<file path="config.mk">
export PLATFORM = sky130hd
export DESIGN_NAME = serial_adder_hs
export DESIGN_NICKNAME = d
export VERILOG_FILES = /design/src/rtl/serial_adder_hs.sv
export SDC_FILE = /design/constraint.sdc
export NUM_CORES = 1
export LEC_CHECK = 0
export CAP_MARGIN = 20
export CORE_MARGIN = 3
export CORE_UTILIZATION = 40
export CTS_CLUSTER_SIZE = 12
export DETAILED_ROUTE_END_ITERATION = 7
export GPL_ROUTABILITY_DRIVEN = 0
export SYNTH_ARGS = -nofsm -noshare
export SYNTH_HDL_FRONTEND = slang
export SYNTH_SLANG_ARGS = --single-unit
</file>
<file path="constraint.sdc">
create_clock -name clk -period 2.15 [get_ports clk]
set_clock_uncertainty 0.15 [all_clocks]
set_input_delay 0.43 -clock clk [delete_from_list [all_inputs] [get_ports clk]]
set_output_delay 0.43 -clock clk [all_outputs]
set_load 0.02 [all_outputs]
</file>
<file path="src/rtl/serial_adder_hs.sv">
// Multi-cycle adder/subtractor: WIDTH-bit operands summed DIGIT bits per clock
// behind valid/ready handshakes, with registered carry-out and signed overflow.
module serial_adder_hs #(
  parameter int WIDTH = 8,
  parameter int DIGIT = 2
) (
  input  logic             clk,
  input  logic             rst,
  input  logic             in_valid,
  output logic             in_ready,
  input  logic [WIDTH-1:0] in_a,
  input  logic [WIDTH-1:0] in_b,
  input  logic             in_cin,
  input  logic             in_sub,
  output logic             out_valid,
  input  logic             out_ready,
  output logic [WIDTH-1:0] out_sum,
  output logic             out_cout,
  output logic             out_ovf,
  output logic             busy
);
  localparam int N  = WIDTH / DIGIT;
  localparam int CW = (N > 1) ? $clog2(N) : 1;

  generate
    if (WIDTH < 1 || DIGIT < 1 || (WIDTH % DIGIT) != 0) begin : g_bad_params
      $error("serial_adder_hs: DIGIT must be >=1 and divide WIDTH");
    end
  endgenerate

  typedef enum logic [1:0] {IDLE, BUSY, DONE} state_t;

  state_t           state, state_nxt;
  logic [WIDTH-1:0] a_q, b_q, res_q, res_nxt;
  logic             carry_q;
  logic [CW-1:0]    cnt_q;
  logic             last;
  logic [DIGIT:0]   dsum;
  logic             dig_ovf;
  logic             in_ready_d, out_valid_d, busy_d;

  // One digit of ripple add; bit DIGIT is the carry into the next digit.
  assign dsum    = {1'b0, a_q[DIGIT-1:0]} + {1'b0, b_q[DIGIT-1:0]} + {{DIGIT{1'b0}}, carry_q};
  // Signed overflow at the digit MSB: like-signed operands, differently-signed sum.
  assign dig_ovf = (a_q[DIGIT-1] == b_q[DIGIT-1]) && (dsum[DIGIT-1] != a_q[DIGIT-1]);
  assign res_nxt = (res_q >> DIGIT) | (WIDTH'(dsum[DIGIT-1:0]) << (WIDTH - DIGIT));
  assign last    = (cnt_q == CW'(N - 1));

  always_ff @(posedge clk or posedge rst) begin
    if (rst) state <= IDLE;
    else     state <= state_nxt;
  end

  always_comb begin
    state_nxt = state;
    unique case (state)
      IDLE:    if (in_valid)  state_nxt = BUSY;
      BUSY:    if (last)      state_nxt = DONE;
      DONE:    if (out_ready) state_nxt = IDLE;
      default:                state_nxt = IDLE;
    endcase
  end

  // Status outputs are decoded from the next state so they register alongside it.
  always_comb begin
    in_ready_d  = (state_nxt == IDLE);
    out_valid_d = (state_nxt == DONE);
    busy_d      = (state_nxt != IDLE);
  end

  always_ff @(posedge clk or posedge rst) begin
    if (rst) begin
      in_ready  <= 1'b1;
      out_valid <= 1'b0;
      busy      <= 1'b0;
      a_q       <= '0;
      b_q       <= '0;
      res_q     <= '0;
      carry_q   <= 1'b0;
      cnt_q     <= '0;
      out_sum   <= '0;
      out_cout  <= 1'b0;
      out_ovf   <= 1'b0;
    end else begin
      in_ready  <= in_ready_d;
      out_valid <= out_valid_d;
      busy      <= busy_d;
      unique case (state)
        IDLE: if (in_valid) begin
          a_q     <= in_a;
          b_q     <= in_sub ? ~in_b : in_b;
          carry_q <= in_sub ? 1'b1 : in_cin;
          cnt_q   <= '0;
        end
        BUSY: begin
          a_q     <= a_q >> DIGIT;
          b_q     <= b_q >> DIGIT;
          res_q   <= res_nxt;
          carry_q <= dsum[DIGIT];
          cnt_q   <= cnt_q + CW'(1);
          if (last) begin
            out_sum  <= res_nxt;
            out_cout <= dsum[DIGIT];
            out_ovf  <= dig_ovf;
          end
        end
        default: ;
      endcase
    end
  end
endmodule
</file>
* Word-level counts from Yosys, hierarchy flattened *
Index checks and enable logic that the tools add are counted.

word-level totals
  word-level logic and storage cells = 45
  output and inout bits = 13
  input port bits = 22
  bits in registers = 42

cells by class
  mux-type cells = 14
  equal/unequal tests = 7
  add/subtract/negate cells = 3
  reduce and logical (&&, ||, !) cells = 7
  bitwise logic cells = 2

operators by type and width
  cell                                                                    number
  8-bit one-hot mux with 2 select lines                                   2
  8-bit two-way mux                                                       3
  2-bit two-way mux                                                       4
  8-bit inverter                                                          1
  6-bit by 8-bit bitwise OR with 8-bit output                             1
  2-bit equality test (second input constant)                             3
  2-bit one-hot mux with 3 select lines                                   1
  2-bit zero test                                                         2
  2-bit one-hot mux with 2 select lines                                   1
  2-bit AND reduction                                                     2
  2-bit nonzero test                                                      2
  2-bit by 2-bit adder with 3-bit output                                  1
  3-bit by 1-bit adder with 3-bit output                                  1
  2-bit by 1-bit adder with 2-bit output (second input constant)          1
  2-bit by 1-bit equality test with 1-bit output (second input constant)  1
  1-bit two-way mux                                                       2
  2-bit != test (second input constant)                                   1
  1-bit one-hot mux with 2 select lines                                   1
  1-bit equality test                                                     1
  1-bit logical AND                                                       1
  1-bit != test                                                           1

* Depth between registers and ports, before layout *
Gate-level depths: netlist (run 1).

  depth in word-level cells = 4
  depth in mapped cells = 6
  mapped depth without buffers = 6

* Worst setup path after synthesis (run 1) *
OpenSTA, ideal clock, no wires.

  path type = flip-flop to flip-flop
  from = register a_q[0]
  to = register out_ovf
  period minus slack after synthesis = 1.849 ns
  cell stages (with the launch flop) = 6
  buffers on the path = 0
  data required time = 1.905 ns
  library setup time = 0.095 ns
  arrival = 1.603 ns
  setup slack = 0.301 ns
  cells stage by stage = dfrtp_1 -> inv_1 -> fa_1 -> fa_1 -> xor2_1 -> o31ai_1

on the way
  cells in the longest elaborated chain, start to end = 4

RTL lines
  element                                 line  text
  from (decl)                             34    logic [WIDTH-1:0] a_q, b_q, res_q, res_nxt;
  from (signal assigned)                  90    a_q <= in_a;
  from (signal assigned)                  96    a_q <= a_q >> DIGIT;
  2-bit by 2-bit adder with 3-bit output  43    assign dsum = {1'b0, a_q[DIGIT-1:0]} + {1'b0, b_q[DIGIT-1:0]} + {{DIGIT{1'b0}}, carry_q};
  3-bit by 1-bit adder with 3-bit output  43
  1-bit != test                           45    assign dig_ovf = (a_q[DIGIT-1] == b_q[DIGIT-1]) && (dsum[DIGIT-1] != a_q[DIGIT-1]);
  1-bit logical AND                       45
  to (signal assigned)                    104   out_ovf <= dig_ovf;
  to (decl)                               19    output logic out_ovf,

No other way between the ends.
A chain may end at the register's enable or synchronous reset.

* Worst setup path after layout (run 1) *
Same ends and word-level chain as after synthesis.

==> results.sh, run 1 <==
export IMPL_place_inst=244
export IMPL_max_cap_violations=0
export IMPL_grt_pass1_wl_um=6650
export IMPL_fin_crit_ns=1.98
export IMPL_setup_viol=0
export IMPL_io_buffers=34
export IMPL_core_area_sq_um=4200
export IMPL_max_slew_margin_pct=65.2
export IMPL_drtIter0Drc=51
export IMPL_crit_path_max_fanout=3
export IMPL_postCtsHoldBufs=0
export IMPL_ir_worst_vdd_mv=0.579
export IMPL_sequentialPowerShare_pct=39.6
export IMPL_fp_dieH_um=73.6
export IMPL_synth_area_sq_um=1830
export IMPL_grt_overflow_total=0
export IMPL_cp_slowest_cell="fa_1"
export IMPL_grtUsageTotal_pct=16.2
export IMPL_drive_gt1_share_pct=14.4
export IMPL_path_buf_inv=1
export IMPL_antenna_diode_count=0
export IMPL_critPathKind="reg2reg"
export IMPL_ys_warn_count=0
export IMPL_async_flop_share_pct=100
export IMPL_synthFlopType="dfrtp_1"
export IMPL_cts_sinks=40
export IMPL_cts_buffers=5
export IMPL_finalSetupTns_ns=0
export IMPL_grt_max_degree=41
export IMPL_syn_nets=190
export IMPL_drtAntennaViolNets=0
export IMPL_period_share_pct=92.1
export IMPL_ys_ff_latch=40
export IMPL_report_power_total_w=0.00336
export IMPL_hpwl_um=2680
export IMPL_insertion_delay_ns=0.29
export IMPL_p_leak_nw=1.00
export IMPL_pwr_share_clk_pct=18.1
export IMPL_hold_slack_ns=0.332
export IMPL_vias=1313
export IMPL_finalWorstSetupSlack_ns=0.169
export IMPL_synthTopCellsByArea="dfrtp_1 (53%), mux2_2 (6.8%), nand2_1 (3.9%)"
export IMPL_cts_resized=0
export IMPL_wl_per_cell_um=14.9
export IMPL_synth_top_area_share_pct=53.4
export IMPL_fp_dieW_um=73.6
export IMPL_power_density_nw_per_um2=1440
export IMPL_cts_max_level=2
export IMPL_drv_slew=0
export IMPL_critPathArrivalTime_ns=2.03
export IMPL_initial_core_util_pct=43.5
export IMPL_switchingPower_w=0.00121
export IMPL_path_clk_slew_ns=0.08
export IMPL_hold_class="reg2reg"
export IMPL_synth_edf_count=0
export IMPL_post_cts_repair_setup_buffers=0
export IMPL_intPower_w=0.00215
export IMPL_p_sw_share_pct=36.0
export IMPL_crit_top_cell="fa_1"
export IMPL_rsz0062_at_grt="false"
export IMPL_synth_seq_area_share_pct=54.8
export IMPL_nNetsFinal=227
export IMPL_avgSynthCellArea_sq_um=11.2
export IMPL_path_cells="inv_1 > fa_1 > fa_1 > xor2_1 > o31ai_1"
export IMPL_grt_pass1_vias=1412
export IMPL_dp_slack_ns=0.157
export IMPL_yosys_area_top_type="dfrtp_1"
export IMPL_clock_fmax_mhz=505
export IMPL_synthCells=164
export IMPL_required_ns=2.20
export IMPL_wl_um=3750
export IMPL_critPathMaxStageDelay_ns=0.52
export IMPL_drc=0
export IMPL_path_delay_family="adder cells"
export IMPL_status="finished, final reports clean"
export IMPL_finalHoldViolations=0
export IMPL_cp_start_kind="flop"
export IMPL_end_kind="flop"
export IMPL_synth_cell_types=31
export IMPL_cts_max_path_buffers=2
export IMPL_tritoncts="built"
export IMPL_tightest_slew_ns=0.522
export IMPL_ios=35
export IMPL_cts_root_buf="clkbuf_8"
export IMPL_rows=23
export IMPL_antenna_found_initial=0
export IMPL_firstDrtPassIters=4
export IMPL_final_cells=252
export IMPL_via_per_inst=5.21
export IMPL_combinationalPowerShare_pct=42.3
export IMPL_fp_dieArea_sq_um=5420
export IMPL_area_delta_synth_final_pct=28.0
metal layers:
metal / vias up / track usage [%] / share of wire (%) / wire length (um)
li1: 629 / - / - / -
met1: 646 / 20.0 / 44 / 1640
met2: 34 / 27.7 / 50 / 1880
met3: 4 / 4.51 / 5.1 / 193
met4: 0 / 4.23 / 0.91 / 34
met5: - / 0 / 0 / 0
final timing paths:
path	from	end	slack (ns)	depth (start not counted)
max	a_q[0]	out_ovf	0.17	5
min	out_sum[7]	out_sum[7]	0.33	2
max reg2reg	a_q[0]	out_ovf	0.17	5
min reg2reg	out_sum[7]	out_sum[7]	0.33	2
max in group asynchronous	rst	in_ready	1.08	3
min in group asynchronous	rst	res_q[5]	0.41	3
power by group through the flow:
stage	Sequential, W	Combinational [W]	Clock (W)
floorplan	0.00140	0.000870	0
global placement	0.00133	0.00140	0
detailed placement	0.00135	0.00145	0
CTS	0.00134	0.00145	0.000625
global route	0.00139	0.00160	0.000657
finish	0.00133	0.00142	0.000609
worst register-to-register path, delay by kind of cell (launching register included):
kind            cells  cell delay (ns)
flops               1             0.35
buf+inv             1             0.07
xor+xnor            1             0.17
fa+ha+maj           2             0.96
compound gates      1             0.20
cells in the final DEF (no fill, tap or decap), types with 2 or more instances in the layout:
| master | synthesis | routed |
|---|---|---|
| ha_1 | 2 | 2 |
| a22oi_1 | 6 | 6 |
| nand2b_1 | 2 | 2 |
| mux2_2 | 11 | 11 |
| xor2_1 | 2 | 2 |
| buf_4 | 0 | 8 |
| o221ai_1 | 5 | 5 |
| fa_1 | 2 | 2 |
| clkdlybuf4s50_1 | 0 | 34 |
| nor2_1 | 4 | 4 |
| nand2_1 | 19 | 19 |
| a21oi_1 | 11 | 11 |
| dfrtp_1 | 39 | 39 |
| o21ai_0 | 14 | 14 |
| clkbuf_8 | 0 | 5 |
| nor2b_1 | 8 | 8 |
| a2bb2oi_1 | 2 | 2 |
| inv_1 | 7 | 7 |
| xnor2_1 | 7 | 7 |
stage by stage:
step | cell area (sq um) | util [%]
2_1_floorplan | 1830 | -
3_3_place_gp | 2230 | 53.1
3_5_place_dp | 2230 | 53.1
4_1_cts | 2340 | 55.7
5_1_grt | 2340 | 55.7
6_report | 2340 | 55.7
Yosys cell counts, drive strengths merged, types with 2 or more instances:
master and n:
dfrtp 39, nand2 19, o21ai 15, a21oi 11, mux2 11, buf 9, nor2b 8, inv 7
xnor2 7, a22oi 6, o221ai 5, nor2 4, clkbuf 3, a2bb2oi 2, fa 2, ha 2
nand2b 2, xor2 2
registers in the layout, indices dropped and copies added, names as in the netlist, 2 cells and up:
name     cells
a_q          8
b_q          8
cnt_q        2
out_sum      8
res_q        6
state        2
area by class of cell:
cell class	count	area, sq um
timing repair buffer	42	400
fill	365	1860
clock inverter	3	42.5
inverter	7	26.3
multi-input combinational	105	739
sequential	40	1000
tap	50	62.6
clock buffer	5	68.8
logic make-up (layout without fill, tap and decap cells):
family / Yosys count / in the layout / synth area share (%)
buf+inv: 19 / 57 / 4.79
mux: 11 / 11 / 6.77
flops: 40 / 40 / 54.8
xor+xnor: 9 / 9 / 4.31
fa+ha+maj: 4 / 4 / 3.56
compound gates: 43 / 43 / 14.8
simple gates: 38 / 38 / 11.0
Note: power is estimated with default switching activity, not from simulation.
==> inputs of run 2 (changes only) <==
CORE_UTILIZATION = 51   (was 40)
PLACE_DENSITY = 0.79   (was default)
==> run 2 against run 1 <==
Core utilization rose by 13 points. Cell count is 0.79% lower. Setup slack lost 0.090 ns. Via count is 2.2% higher. Largest cell class unchanged. Combinational power rose by 3%. Clock power down 19%. Critical path depth decreased by 4. Register-to-register slack barely moved. Global-route usage grew 3.5 points. Sequential power hardly changed. Power shrank 2.4%.
==> results.sh, run 2 (synthesized netlist as in run 1, its figures left out) <==
export IMPL_cts_buffers=5
export IMPL_ir_worst_vdd_mv=0.688
export IMPL_largest_registers="a_q: 8 flops, b_q: 8 flops, out_sum: 8 flops"
export IMPL_wl_um=3700
export IMPL_grt_overflow_total=0
export IMPL_final_cells=250
export IMPL_layout_common_cells="dfrtp_1 (39), clkdlybuf4s50_1 (34), nand2_1 (19), o21ai_0 (14)"
export IMPL_critPathKind="reg2out"
export IMPL_place_inst=242
export IMPL_clock_fmax_mhz=483
export IMPL_rows=21
export IMPL_drc=0
export IMPL_finalSetupTns_ns=0
export IMPL_crit_path_max_fanout=1
export IMPL_insertion_delay_ns=0.36
export IMPL_cts_max_path_buffers=2
export IMPL_critPathArrivalTime_ns=1.49
export IMPL_firstDrtPassIters=4
export IMPL_max_cap_violations=0
export IMPL_drtIter0Drc=44
export IMPL_fin_crit_ns=2.07
export IMPL_hold_class="in2async"
export IMPL_antenna_found_initial=0
export IMPL_core_area_sq_um=3390
export IMPL_drv_slew=0
export IMPL_initial_core_util_pct=54.0
export IMPL_cts_resized=0
export IMPL_cp_start_kind="flop"
export IMPL_postCtsHoldBufs=0
export IMPL_final_common_cell="dfrtp_1"
export IMPL_max_slew_margin_pct=67.7
export IMPL_vias=1342
export IMPL_grt_pass1_vias=1391
export IMPL_tritoncts="built"
export IMPL_nNetsFinal=229
export IMPL_status="finished, final reports clean"
export IMPL_fp_dieH_um=65.9
export IMPL_cts_sinks=40
export IMPL_area_delta_synth_final_pct=26.9
export IMPL_cts_root_buf="clkbuf_4"
export IMPL_p_leak_nw=1.00
export IMPL_required_ns=1.57
export IMPL_path_clk_slew_ns=0.12
export IMPL_fp_dieW_um=65.9
export IMPL_path_delay_family="buffers and inverters"
export IMPL_grt_pass1_wl_um=6290
export IMPL_fp_dieArea_sq_um=4340
export IMPL_hpwl_um=2750
export IMPL_finalHoldViolations=0
export IMPL_grtUsageTotal_pct=19.7
export IMPL_wl_per_cell_um=14.8
export IMPL_path_cells="clkdlybuf4s50_1"
export IMPL_drtAntennaViolNets=0
export IMPL_fill_cells=264
export IMPL_end_kind="output pin"
export IMPL_critPathMaxStageDelay_ns=0.60
export IMPL_post_cts_repair_setup_buffers=0
export IMPL_rsz0062_at_grt="false"
export IMPL_cts_max_level=2
export IMPL_power_density_nw_per_um2=1420
export IMPL_antenna_diode_count=0
export IMPL_via_per_inst=5.37
export IMPL_tightest_slew_ns=0.485
export IMPL_io_buffers=34
export IMPL_ios=35
export IMPL_cp_slowest_cell="clkdlybuf4s50_1"
export IMPL_path_buf_inv=1
export IMPL_grt_max_degree=41
export IMPL_period_share_pct=96.3
export IMPL_drive_gt1_share_pct=15.2
export IMPL_setup_viol=0
-- run 2: cell count changes in the layout (fill, tap and decap cells not counted) --
| cell | previous run | this run |
|---|---|---|
| clkbuf_8 | 5 | 0 |
| buf_4 | 8 | 10 |
| clkbuf_4 | 0 | 5 |
-- run 2: power breakdown --
group | total [W] | switching [W] | internal, W
Clock | 0.000495 | 0.000253 | 0.000242
Combinational | 0.00146 | 0.000720 | 0.000742
Sequential | 0.00133 | 0.000233 | 0.00109
Total | 0.00328 | 0.00121 | 0.00208
-- run 2: layout make-up --
cell class	instances	area (sq um)	area share (%)
Clock buffer	5	37.5	1.62
Clock inverter	3	42.5	1.83
Inverter	7	26.3	1.13
Multi-Input combinational cell	105	739	31.9
Sequential cell	40	1000	43.2
Tap cell	46	57.6	2.48
Timing Repair Buffer	44	415	17.9
-- run 2: worst paths after layout --
check / from / to / slack [ns] / cells past startpoint
hold / removal: rst / out_valid / 0.34 / 3
hold reg to reg: out_sum[7] / out_sum[7] / 0.35 / 2
setup reg to reg: a_q[0] / out_ovf / 0.17 / 5
max in group asynchronous: rst / in_ready / 1.15 / 3
min in group clk: out_sum[7] / out_sum[7] / 0.35 / 2
setup / recovery: in_ready / in_ready / 0.08 / 1
-- run 2: metal layers --
metal / vias up / routed length, um / GRT usage (%)
met2: 37 / 1910 / 34.4
met4: 0 / 87 / 10.9
li1: 639 / - / -
met3: 8 / 166 / 4.25
met5: - / 0 / 0
met1: 658 / 1530 / 22.1
-- run 2: tightest hold or removal path, stage by stage --
cell,delay [ns]
clkdlybuf4s50_1,0.40
inv_1,0.06
buf_4,0.42
-- run 2: through the flow --
stage | worst slack [ns] | total power, W | hold WS [ns] | util, % | area, sq um
2_1_floorplan | 0.301 | 0.00227 | 0.300 | - | 1830
3_3_place_gp | 0.239 | 0.00272 | 0.319 | 66.1 | 2240
3_5_place_dp | 0.0936 | 0.00283 | 0.330 | 66.1 | 2240
4_1_cts | 0.0702 | 0.00331 | 0.357 | 68.5 | 2320
5_1_grt | 0.0304 | 0.00353 | 0.368 | 68.5 | 2320
6_report | 0.0795 | 0.00328 | 0.343 | 68.5 | 2320
